[src/rtl/muldiv_sequencer_pkg.sv]
// Shared definitions for the multi-cycle multiply/divide sequencer:
// ALU control codes, the FSM state type and the request decode.
package muldiv_sequencer_pkg;

  // ALU control codes seen on alu_ctrl; only MULT and DIV start work here.
  localparam logic [3:0] ALU_ADD  = 4'd0;
  localparam logic [3:0] ALU_SUB  = 4'd1;
  localparam logic [3:0] ALU_AND  = 4'd2;
  localparam logic [3:0] ALU_OR   = 4'd3;
  localparam logic [3:0] ALU_MULT = 4'd7;
  localparam logic [3:0] ALU_DIV  = 4'd8;

  typedef enum logic [2:0] {
    IDLE,
    MUL,
    DIV,
    FIX,
    DONE
  } state_t;

  // True for the control codes this block executes.
  function automatic logic is_muldiv(input logic [3:0] code);
    return (code == ALU_MULT) || (code == ALU_DIV);
  endfunction

endpackage

[src/rtl/muldiv_sequencer_div_step.sv]
// One restoring-division iteration: shift the next dividend bit into the
// partial remainder, trial-subtract the divisor, keep the difference when it
// is non-negative and report that as the quotient bit.
module div_step #(
  parameter int WIDTH = 32
) (
  input  logic [WIDTH-1:0] rem_in,
  input  logic             dividend_bit,
  input  logic [WIDTH-1:0] divisor,
  output logic [WIDTH-1:0] rem_out,
  output logic             q_bit
);

  // One extra bit: the shifted remainder can reach 2*divisor-1.
  logic [WIDTH:0] shifted;
  logic [WIDTH:0] diff;

  // Trial subtraction; the sign of the difference decides the quotient bit.
  always_comb begin
    shifted = {rem_in, dividend_bit};
    diff    = shifted - {1'b0, divisor};
    q_bit   = ~diff[WIDTH];
    rem_out = q_bit ? diff[WIDTH-1:0] : shifted[WIDTH-1:0];
  end

endmodule

[src/rtl/muldiv_sequencer.sv]
// Multi-cycle signed multiply/divide unit. Works on operand magnitudes one
// bit per cycle (shift-add multiply, restoring divide), fixes the signs in a
// single cycle and presents {hi,lo} with a one-cycle done pulse.
module muldiv_sequencer
  import muldiv_sequencer_pkg::*;
#(
  parameter int WIDTH = 32,
  parameter int CNT_W = 6
) (
  input  logic             clk,
  input  logic             rst_n,
  input  logic             start,
  input  logic [3:0]       alu_ctrl,
  input  logic [WIDTH-1:0] op_a,
  input  logic [WIDTH-1:0] op_b,
  output logic             busy,
  output logic             stall,
  output logic             done,
  output logic             div_by_zero,
  output logic [WIDTH-1:0] hi,
  output logic [WIDTH-1:0] lo
);

  localparam logic [CNT_W-1:0] LAST = CNT_W'(WIDTH - 1);

  state_t state;
  state_t state_next;

  logic [WIDTH-1:0] mag_a;     // |op_a|; shifted out MSB-first while dividing
  logic [WIDTH-1:0] mag_b;     // |op_b|; shifted out LSB-first while multiplying
  logic [WIDTH-1:0] acc_hi;    // product upper half / partial remainder
  logic [WIDTH-1:0] acc_lo;    // product lower half / quotient
  logic [CNT_W-1:0] cnt;
  logic             op_div;
  logic             sign_a;
  logic             neg_res;
  logic             b_zero;

  logic             accept;
  logic             last_iter;
  logic [WIDTH:0]   mul_sum;
  logic [WIDTH-1:0] rem_next;
  logic             q_bit;
  logic [2*WIDTH-1:0] prod_fix;
  logic [WIDTH-1:0] hi_fix;
  logic [WIDTH-1:0] lo_fix;

  // Gated by rst_n so stall stays low while reset is held.
  assign accept    = rst_n && start && (state == IDLE) && is_muldiv(alu_ctrl);
  assign last_iter = (cnt == LAST);
  // Combinational so the issuing instruction is held in its own cycle.
  assign stall     = busy | accept;

  // Shift-add step: add the multiplicand when the current multiplier bit is
  // set, then shift the (WIDTH+1)-bit sum right into the product pair.
  assign mul_sum = {1'b0, acc_hi} + {1'b0, {WIDTH{mag_b[0]}} & mag_a};

  div_step #(.WIDTH(WIDTH)) u_div_step (
    .rem_in       (acc_hi),
    .dividend_bit (mag_a[WIDTH-1]),
    .divisor      (mag_b),
    .rem_out      (rem_next),
    .q_bit        (q_bit)
  );

  // State register.
  always_ff @(posedge clk or negedge rst_n) begin
    if (!rst_n) state <= IDLE;
    else        state <= state_next;
  end

  // Next-state decode plus busy/done, which depend only on the state.
  always_comb begin
    state_next = state;
    busy       = 1'b0;
    done       = 1'b0;
    case (state)
      IDLE: if (accept) state_next = (alu_ctrl == ALU_MULT) ? MUL : DIV;
      MUL: begin
        busy = 1'b1;
        if (last_iter) state_next = FIX;
      end
      DIV: begin
        busy = 1'b1;
        // A zero divisor spends one cycle here and skips the iterations.
        if (b_zero || last_iter) state_next = FIX;
      end
      FIX: begin
        busy       = 1'b1;
        state_next = DONE;
      end
      DONE: begin
        done       = 1'b1;
        state_next = IDLE;
      end
      default: state_next = IDLE;
    endcase
  end

  // Sign correction of the magnitude results; a zero divisor yields
  // quotient all-ones and remainder = the original dividend.
  always_comb begin
    prod_fix = neg_res ? -{acc_hi, acc_lo} : {acc_hi, acc_lo};
    hi_fix   = prod_fix[2*WIDTH-1:WIDTH];
    lo_fix   = prod_fix[WIDTH-1:0];
    if (op_div) begin
      if (b_zero) begin
        lo_fix = '1;
        hi_fix = sign_a ? -mag_a : mag_a;
      end else begin
        lo_fix = neg_res ? -acc_lo : acc_lo;
        hi_fix = sign_a ? -acc_hi : acc_hi;
      end
    end
  end

  // Operand capture, iteration datapath and result registers.
  always_ff @(posedge clk or negedge rst_n) begin
    if (!rst_n) begin
      mag_a       <= '0;
      mag_b       <= '0;
      acc_hi      <= '0;
      acc_lo      <= '0;
      cnt         <= '0;
      op_div      <= 1'b0;
      sign_a      <= 1'b0;
      neg_res     <= 1'b0;
      b_zero      <= 1'b0;
      div_by_zero <= 1'b0;
      hi          <= '0;
      lo          <= '0;
    end else begin
      case (state)
        IDLE: if (accept) begin
          mag_a       <= op_a[WIDTH-1] ? -op_a : op_a;
          mag_b       <= op_b[WIDTH-1] ? -op_b : op_b;
          sign_a      <= op_a[WIDTH-1];
          neg_res     <= op_a[WIDTH-1] ^ op_b[WIDTH-1];
          op_div      <= (alu_ctrl == ALU_DIV);
          b_zero      <= (op_b == '0);
          cnt         <= '0;
          acc_hi      <= '0;
          acc_lo      <= '0;
          div_by_zero <= 1'b0;
        end
        MUL: begin
          acc_hi <= mul_sum[WIDTH:1];
          acc_lo <= {mul_sum[0], acc_lo[WIDTH-1:1]};
          mag_b  <= mag_b >> 1;
          cnt    <= cnt + 1'b1;
        end
        DIV: if (!b_zero) begin
          acc_hi <= rem_next;
          acc_lo <= {acc_lo[WIDTH-2:0], q_bit};
          mag_a  <= mag_a << 1;
          cnt    <= cnt + 1'b1;
        end
        FIX: begin
          hi          <= hi_fix;
          lo          <= lo_fix;
          div_by_zero <= op_div & b_zero;
        end
        default: ;
      endcase
    end
  end

endmodule

[config.mk]
export PLATFORM = sky130hd
export DESIGN_NAME = muldiv_sequencer
export DESIGN_NICKNAME = d
export VERILOG_FILES = /design/src/rtl/muldiv_sequencer_pkg.sv /design/src/rtl/muldiv_sequencer_div_step.sv /design/src/rtl/muldiv_sequencer.sv
export SDC_FILE = /design/constraint.sdc
export NUM_CORES = 1
export LEC_CHECK = 0
export BUFFER_PORTS_ARGS = -buffer_cell sky130_fd_sc_hd__buf_4
export CAP_MARGIN = 15
export CORE_ASPECT_RATIO = 0.9
export CORE_MARGIN = 2
export CORE_UTILIZATION = 60
export DETAILED_ROUTE_END_ITERATION = 12
export PLACE_DENSITY = 0.82
export SLEW_MARGIN = 20
export SYNTH_ARGS = -nofsm -noshare
export SYNTH_HDL_FRONTEND = slang
export SYNTH_SLANG_ARGS = --single-unit
[constraint.sdc]
create_clock -name clk -period 6.1 [get_ports clk]
set_input_delay 0.305 -clock clk [delete_from_list [all_inputs] [get_ports clk]]
set_output_delay 0.305 -clock clk [all_outputs]
set_load 0.03 [all_outputs]
[After elaboration in Yosys (flattened, before gate mapping)]
Cells that the tools add are included.
Word-level totals
  register bits: 206
  bits of input ports: 71
  output and inout bits: 68
Operators by class
  add/subtract/negate cells: 9
  equality and inequality tests: 11
  multiplexer cells: 33
  bitwise gates (word level): 5
  reductions and logical operators: 18
Operators with widths (count)
  32-bit two-way mux: 16
  32-bit one-hot mux with 3 select lines: 2
  32-bit negator: 5
  32-bit one-hot mux with 2 select lines: 2
  64-bit two-way mux: 1
  64-bit negator: 1
  32-bit by 32-bit adder with 33-bit output: 1
  33-bit by 32-bit subtractor with 33-bit output: 1
  32-bit bitwise AND: 1
  32-bit zero test: 1
  6-bit one-hot mux with 3 select lines: 1
  6-bit two-way mux: 2
  3-bit one-hot mux with 4 select lines: 1
  3-bit two-way mux: 3
  3-bit AND reduction: 3
  2-bit inequality test, second input constant: 4
  6-bit by 1-bit adder with 6-bit output, second input constant: 1
  3-bit by 2-bit equality test with 1-bit output, second input constant: 2
  6-bit by 5-bit equality test with 1-bit output, second input constant: 1
  2-bit AND reduction: 3
  2-bit nonzero test: 3
  4-bit by 3-bit equality test with 1-bit output, second input constant: 1
  4-bit equality test, second input constant: 1
  3-bit by 1-bit equality test with 1-bit output, second input constant: 1
  other kinds (13): 18

[Depth between registers and ports, before layout]
  depth after elaboration: 5
  mapped depth: 14
  mapped depth without buffers: 13

[Hierarchy]
A second synthesis with hierarchy kept.
Unflattened totals
  cells, all modules: 2134
  area, all modules: 17215.3 µm²
Modules (own cells, without submodules)
  muldiv_sequencer: instances 1, cells each 1829, area each 14856.7 µm², sequential area each 5154.9 µm²
  div_step: instances 1, cells each 305, area each 2358.5 µm², sequential area each 0.0 µm²

[Worst setup path after synthesis]
No wires, ideal clock.
  kind: flip-flop to flip-flop
  start: register mag_a[31]
  end: register acc_hi[31]
  arrival time: 3.261 ns
  path slack: 2.715 ns
  cell stages (with the launch flop): 14
  period minus slack after synthesis: 3.385 ns
  cell sequence: dfrtp_1 inv_1 ha_1 fa_1 nand2b_1 a21oi_1 o21ai_0 a211oi_1 a31oi_1 xnor2_1 buf_2 buf_2 nor2_1 a211o_1
Between the ends
  word-level cells in the longest chain between the ends: 4
  elaborated cells on any way between the ends: 6
  those cells by class: 2 x add/sub; 3 x mux; 1 x bitwise
RTL lines
  start: declaration: RTL line muldiv_sequencer.sv:29  | logic [WIDTH-1:0] mag_a;
  start signal: assignment: RTL line muldiv_sequencer.sv:135  | mag_a <= op_a[WIDTH-1] ? -op_a : op_a;
  start signal: assignment: RTL line muldiv_sequencer.sv:155  | mag_a <= mag_a << 1;
  33-bit by 32-bit subtractor with 33-bit output: RTL line muldiv_sequencer_div_step.sv:21  | diff = shifted - {1'b0, divisor};
  32-bit two-way mux: RTL line muldiv_sequencer_div_step.sv:23  | rem_out = q_bit ? diff[WIDTH-1:0] : shifted[WIDTH-1:0];
  32-bit two-way mux: RTL line muldiv_sequencer.sv:152  | DIV: if (!b_zero) begin
  32-bit one-hot mux with 3 select lines (*): RTL line muldiv_sequencer.sv:133  | case (state)
  end signal: assignment: RTL line muldiv_sequencer.sv:147  | acc_hi <= mul_sum[WIDTH:1];
  end signal: assignment: RTL line muldiv_sequencer.sv:153  | acc_hi <= rem_next;
  end: declaration: RTL line muldiv_sequencer.sv:31  | logic [WIDTH-1:0] acc_hi;
Every way passes the cells marked *; elsewhere a longest branch is shown, timed or not. The select of a mux whose other input is x is not followed.
A chain may end at the register's enable or synchronous reset.

[Final worst setup path]
  start: register mag_b[0]
  end: register acc_hi[8]
Between the ends
  word-level cells in the longest chain between the ends: 4
  elaborated cells on any way between the ends: 6
  those cells by class: 2 x add/sub; 3 x mux; 1 x bitwise
RTL lines
  start: declaration: RTL line muldiv_sequencer.sv:30  | logic [WIDTH-1:0] mag_b;
  start signal: assignment: RTL line muldiv_sequencer.sv:136  | mag_b <= op_b[WIDTH-1] ? -op_b : op_b;
  start signal: assignment: RTL line muldiv_sequencer.sv:149  | mag_b <= mag_b >> 1;
  33-bit by 32-bit subtractor with 33-bit output: RTL line muldiv_sequencer_div_step.sv:21
  32-bit two-way mux: RTL line muldiv_sequencer_div_step.sv:23
  32-bit two-way mux: RTL line muldiv_sequencer.sv:152
  32-bit one-hot mux with 3 select lines (*): RTL line muldiv_sequencer.sv:133
Marks and branches as above.

==> summary.txt <==
Worst setup path
  • Reg2reg setup slack: approximately 1600 ps
  • CP endpoint: acc_hi[8]
  • Crit. End Element: flip-flop
  • Slowest cell on crit path: dfrtp_1
  • Crit-path max cell delay: 680 ps
  • CP max FO: 43
  • Crit path from: mag_b[0]
  • Levels on crit path: 12
  • Worst path top cell family by delay: compound AO/OA/AOI/OAI gates
  • Reg-to-Reg End: acc_hi[8]
  • CP Buf/Inv Count: 1
  • Worst-path cell chain: ha_1 -> fa_1 -> nand2b_1 -> a21oi_1 -> o21ai_0 -> a211oi_1 -> a31oi_1 -> xnor2_2 -> buf_4 -> mux2_2 -> a221oi_1 -> nor2_1
  • Worst Setup Path Type: flip-flop to flip-flop
  • Worst reg2reg path startpoint: mag_b[0]
  • Worst Path Required: 6510 ps
  • R2r worst-path depth: 12
  • Crit start category: flip-flop
  • CP arrival: between 4000 and 5000 ps

Floorplan
  • Starting Density: 0.610
  • Die ar.: 29800 um^2
  • Ports: 139
  • Die H: 164 um
  • DIE WIDTH: 182 um
  • Row count: just under 60
  • Total core area: 27900 um^2

Yosys
  • Post-synthesis sequential area ratio: 0.303
  • Mapped cell area: roughly 17000 um^2
  • Mapped Nets: roughly 2300
  • Synthesized area per cell: just under 8 um^2
  • Mapped Cells: ~2200
  • Main flop type after synthesis: dfrtp_1
  • Synth top area cells: dfrtp_1, xor2_1, o21ai_0
  • Post-synth top area share: 0.303
  • Area leader, netlist: dfrtp_1
  • Ys Warns: 0
  • Post-synth EDFFs: 0
  • Synth Register Bits: 206
  • Netlist cell types: 75
  • Async SR Flop Fraction: 1.00

Detailed routing
  • DRC violation count after routing: 0
  • DR iter-0 viols: 1734
  • Drt first pass iters: 6
  • Wire length per cell: 20.5 um
  • Routed WL: 52600 um
  • Via count: between 15000 and 20000
  • Post-DRT Antenna Nets: 0
  • Via/cell ratio: 6.49

Timing
  • Setup violators final: 0
  • Max Freq: 225 MHz
  • Slew Limit Fails: 0
  • Hold_ws: 58.6 ps
  • Post-route clock period utilization: 0.730
  • Final Hold Viols: 0
  • Slew HR: 0.344
  • Setup TNS Final: 0 ps
  • Slew at the pin closest to its max-slew limit: 959 ps
  • Unrepaired setup endpoints after global routing: false
  • Final worst path period need: 4450 ps
  • Worst setup slack after layout: roughly 1600 ps
  • Clk_skew: 24.9 ps

Layout
  • Fin cells: about 2600
  • Final-layout fill cell count: approximately 2300
  • Share of cells above drive strength 1: 0.109
  • Fin util: 0.676
  • Final nets: around 2300
  • Final instance area: 18900 um^2
  • Area Overhead vs Synth: 10.8%

CTS
  • CTS sink count: slightly above 200
  • Worst skew pair latency: 540 ps
  • CTS tree: done
  • CTS clk-pin slew, worst paths: 70 ps
  • CTS Buf Count: 23
  • Root cell of the clock tree: clkbuf_16
  • H-tree levels: 1
  • Cts repair resizes: 0
  • Clk buf depth: 3
  • CTS Hold Buffers Added: 2
  • Post CTS Setup Buffer Count: 0

Pwr
  • Pwr Density: 657 nW/um^2
  • Worst vdd ir: around 0.34 mV
  • Final Power: 12.4 mW
  • Leakage: around 8 nW

GRT
  • Vias in the first global route: 15200
  • Pin count of the biggest net entering global routing: between 80 and 90
  • GRT Util Overall: 0.348
  • Remaining Overflow, GRT: 0
  • Initial antenna violation count: 4
  • First-pass GRT wire length: 82600 um

Placed design
  • Cells after DPL: between 2000 and 3000
  • Placer's final routability congestion estimate: between 0.9 and 1
  • IO buf count: roughly 140
  • Hpwl dp: 38500 um
  • Dpl ws: 1750 ps
  • DP Area: 18100 um^2

Run status
  • Status: complete, no violations

Worst hold path
  • Worst Hold Class: primary input to flip-flop
  • HP Start: op_b[30]

Job
  • Max_cap viols: 0
-- where the power goes --
group	leakage (nW)	switching (mW)	internal, mW
Combinational	5.20	4.83	3.16
Clock	0.363	0.632	0.781
Sequential	2.54	1.02	1.98
-- metal layers --
metal  track usage  part of all wire
met5        0.0200            0.0019
met4         0.106             0.033
met3        0.0698             0.096
met2         0.527              0.43
met1         0.501              0.44
-- layout by cell type, fill, tap and decap left out, types with 35 or more instances in the layout --
cell,netlist,routed
xor2_1,143,143
buf_4,4,157
nor2_1,214,213
a21oi_1,164,163
o31ai_1,45,45
ha_1,71,71
o21ai_0,223,223
dfrtp_1,206,205
nand2_1,233,233
xnor2_1,88,87
inv_1,64,64
a22oi_1,35,35
-- worst reg2reg max path, delay by kind of cell (launching register included) --
family          cells  cell delay (ps)
compound gates      5             1490
fa+ha+maj           2              800
flops               1              680
buf+inv             1              510
mux                 1              420
simple gates        2              280
xor+xnor            1              180
-- synthesized netlist by cell type, types with 29 or more instances --
library cell  count
clkbuf_1        129
a221oi_1         34
mux2i_1          30
dfrtp_1         206
inv_1            64
ha_1             71
o31ai_1          45
xor2_1          143
and2_1           34
nor3_1           35
a22oi_1          35
nor2_1          214
a21oi_1         164
o21ai_0         223
a21o_1           29
nand2_1         233
xnor2_1          88
-- cells by family (layout without fill, tap and decap cells) --
| kind of cell | after synthesis | count (layout) | share of synthesized area |
|---|---|---|---|
| AO/OA/AOI/OAI | 700 | 700 | 0.259 |
| XOR/XNOR | 231 | 231 | 0.119 |
| adder cells (fa/ha/maj) | 73 | 73 | 0.0545 |
| buffers and inverters | 218 | 267 | 0.0500 |
| flip-flops | 206 | 206 | 0.303 |
| multiplexers | 37 | 37 | 0.0229 |
| other | 0 | 1 | 0 |
| AND/OR/NAND/NOR | 697 | 697 | 0.192 |
-- flip-flops by register name, summed over array words and instances (netlist names) --
signal and cells:
cnt 6, div_by_zero 1, op_div 1, lo 32, acc_hi 32, neg_res 1
acc_lo 32, mag_a 32, sign_a 1, mag_b 32, hi 32, b_zero 1
state 3
-- area by class of cell --
type,count,area (um^2),share of cell area
inverters,65,244,0.0129
well taps,360,450,0.0239
clock buffers,27,621,0.0329
clock inverters,15,129,0.00683
repair buffers,160,1210,0.0642
flip-flops and latches,206,5160,0.273
multi-input cells,1738,11100,0.586
diodes,1,2.50,0.000133
-- worst min-delay path by stage --
| stage | slack [ps] | endpoint | depth (start not counted) |
|---|---|---|---|
| floorplan | 9 | acc_hi[0] | 0 |
| global placement | 380 | cnt[2] | 1 |
| CTS | 50 | mag_b[31] | 4 |
| detailed placement | 390 | cnt[2] | 1 |
| global route | 90 | b_zero | 4 |
| finish | 60 | mag_b[31] | 4 |
(Power assumes the default switching activity.)
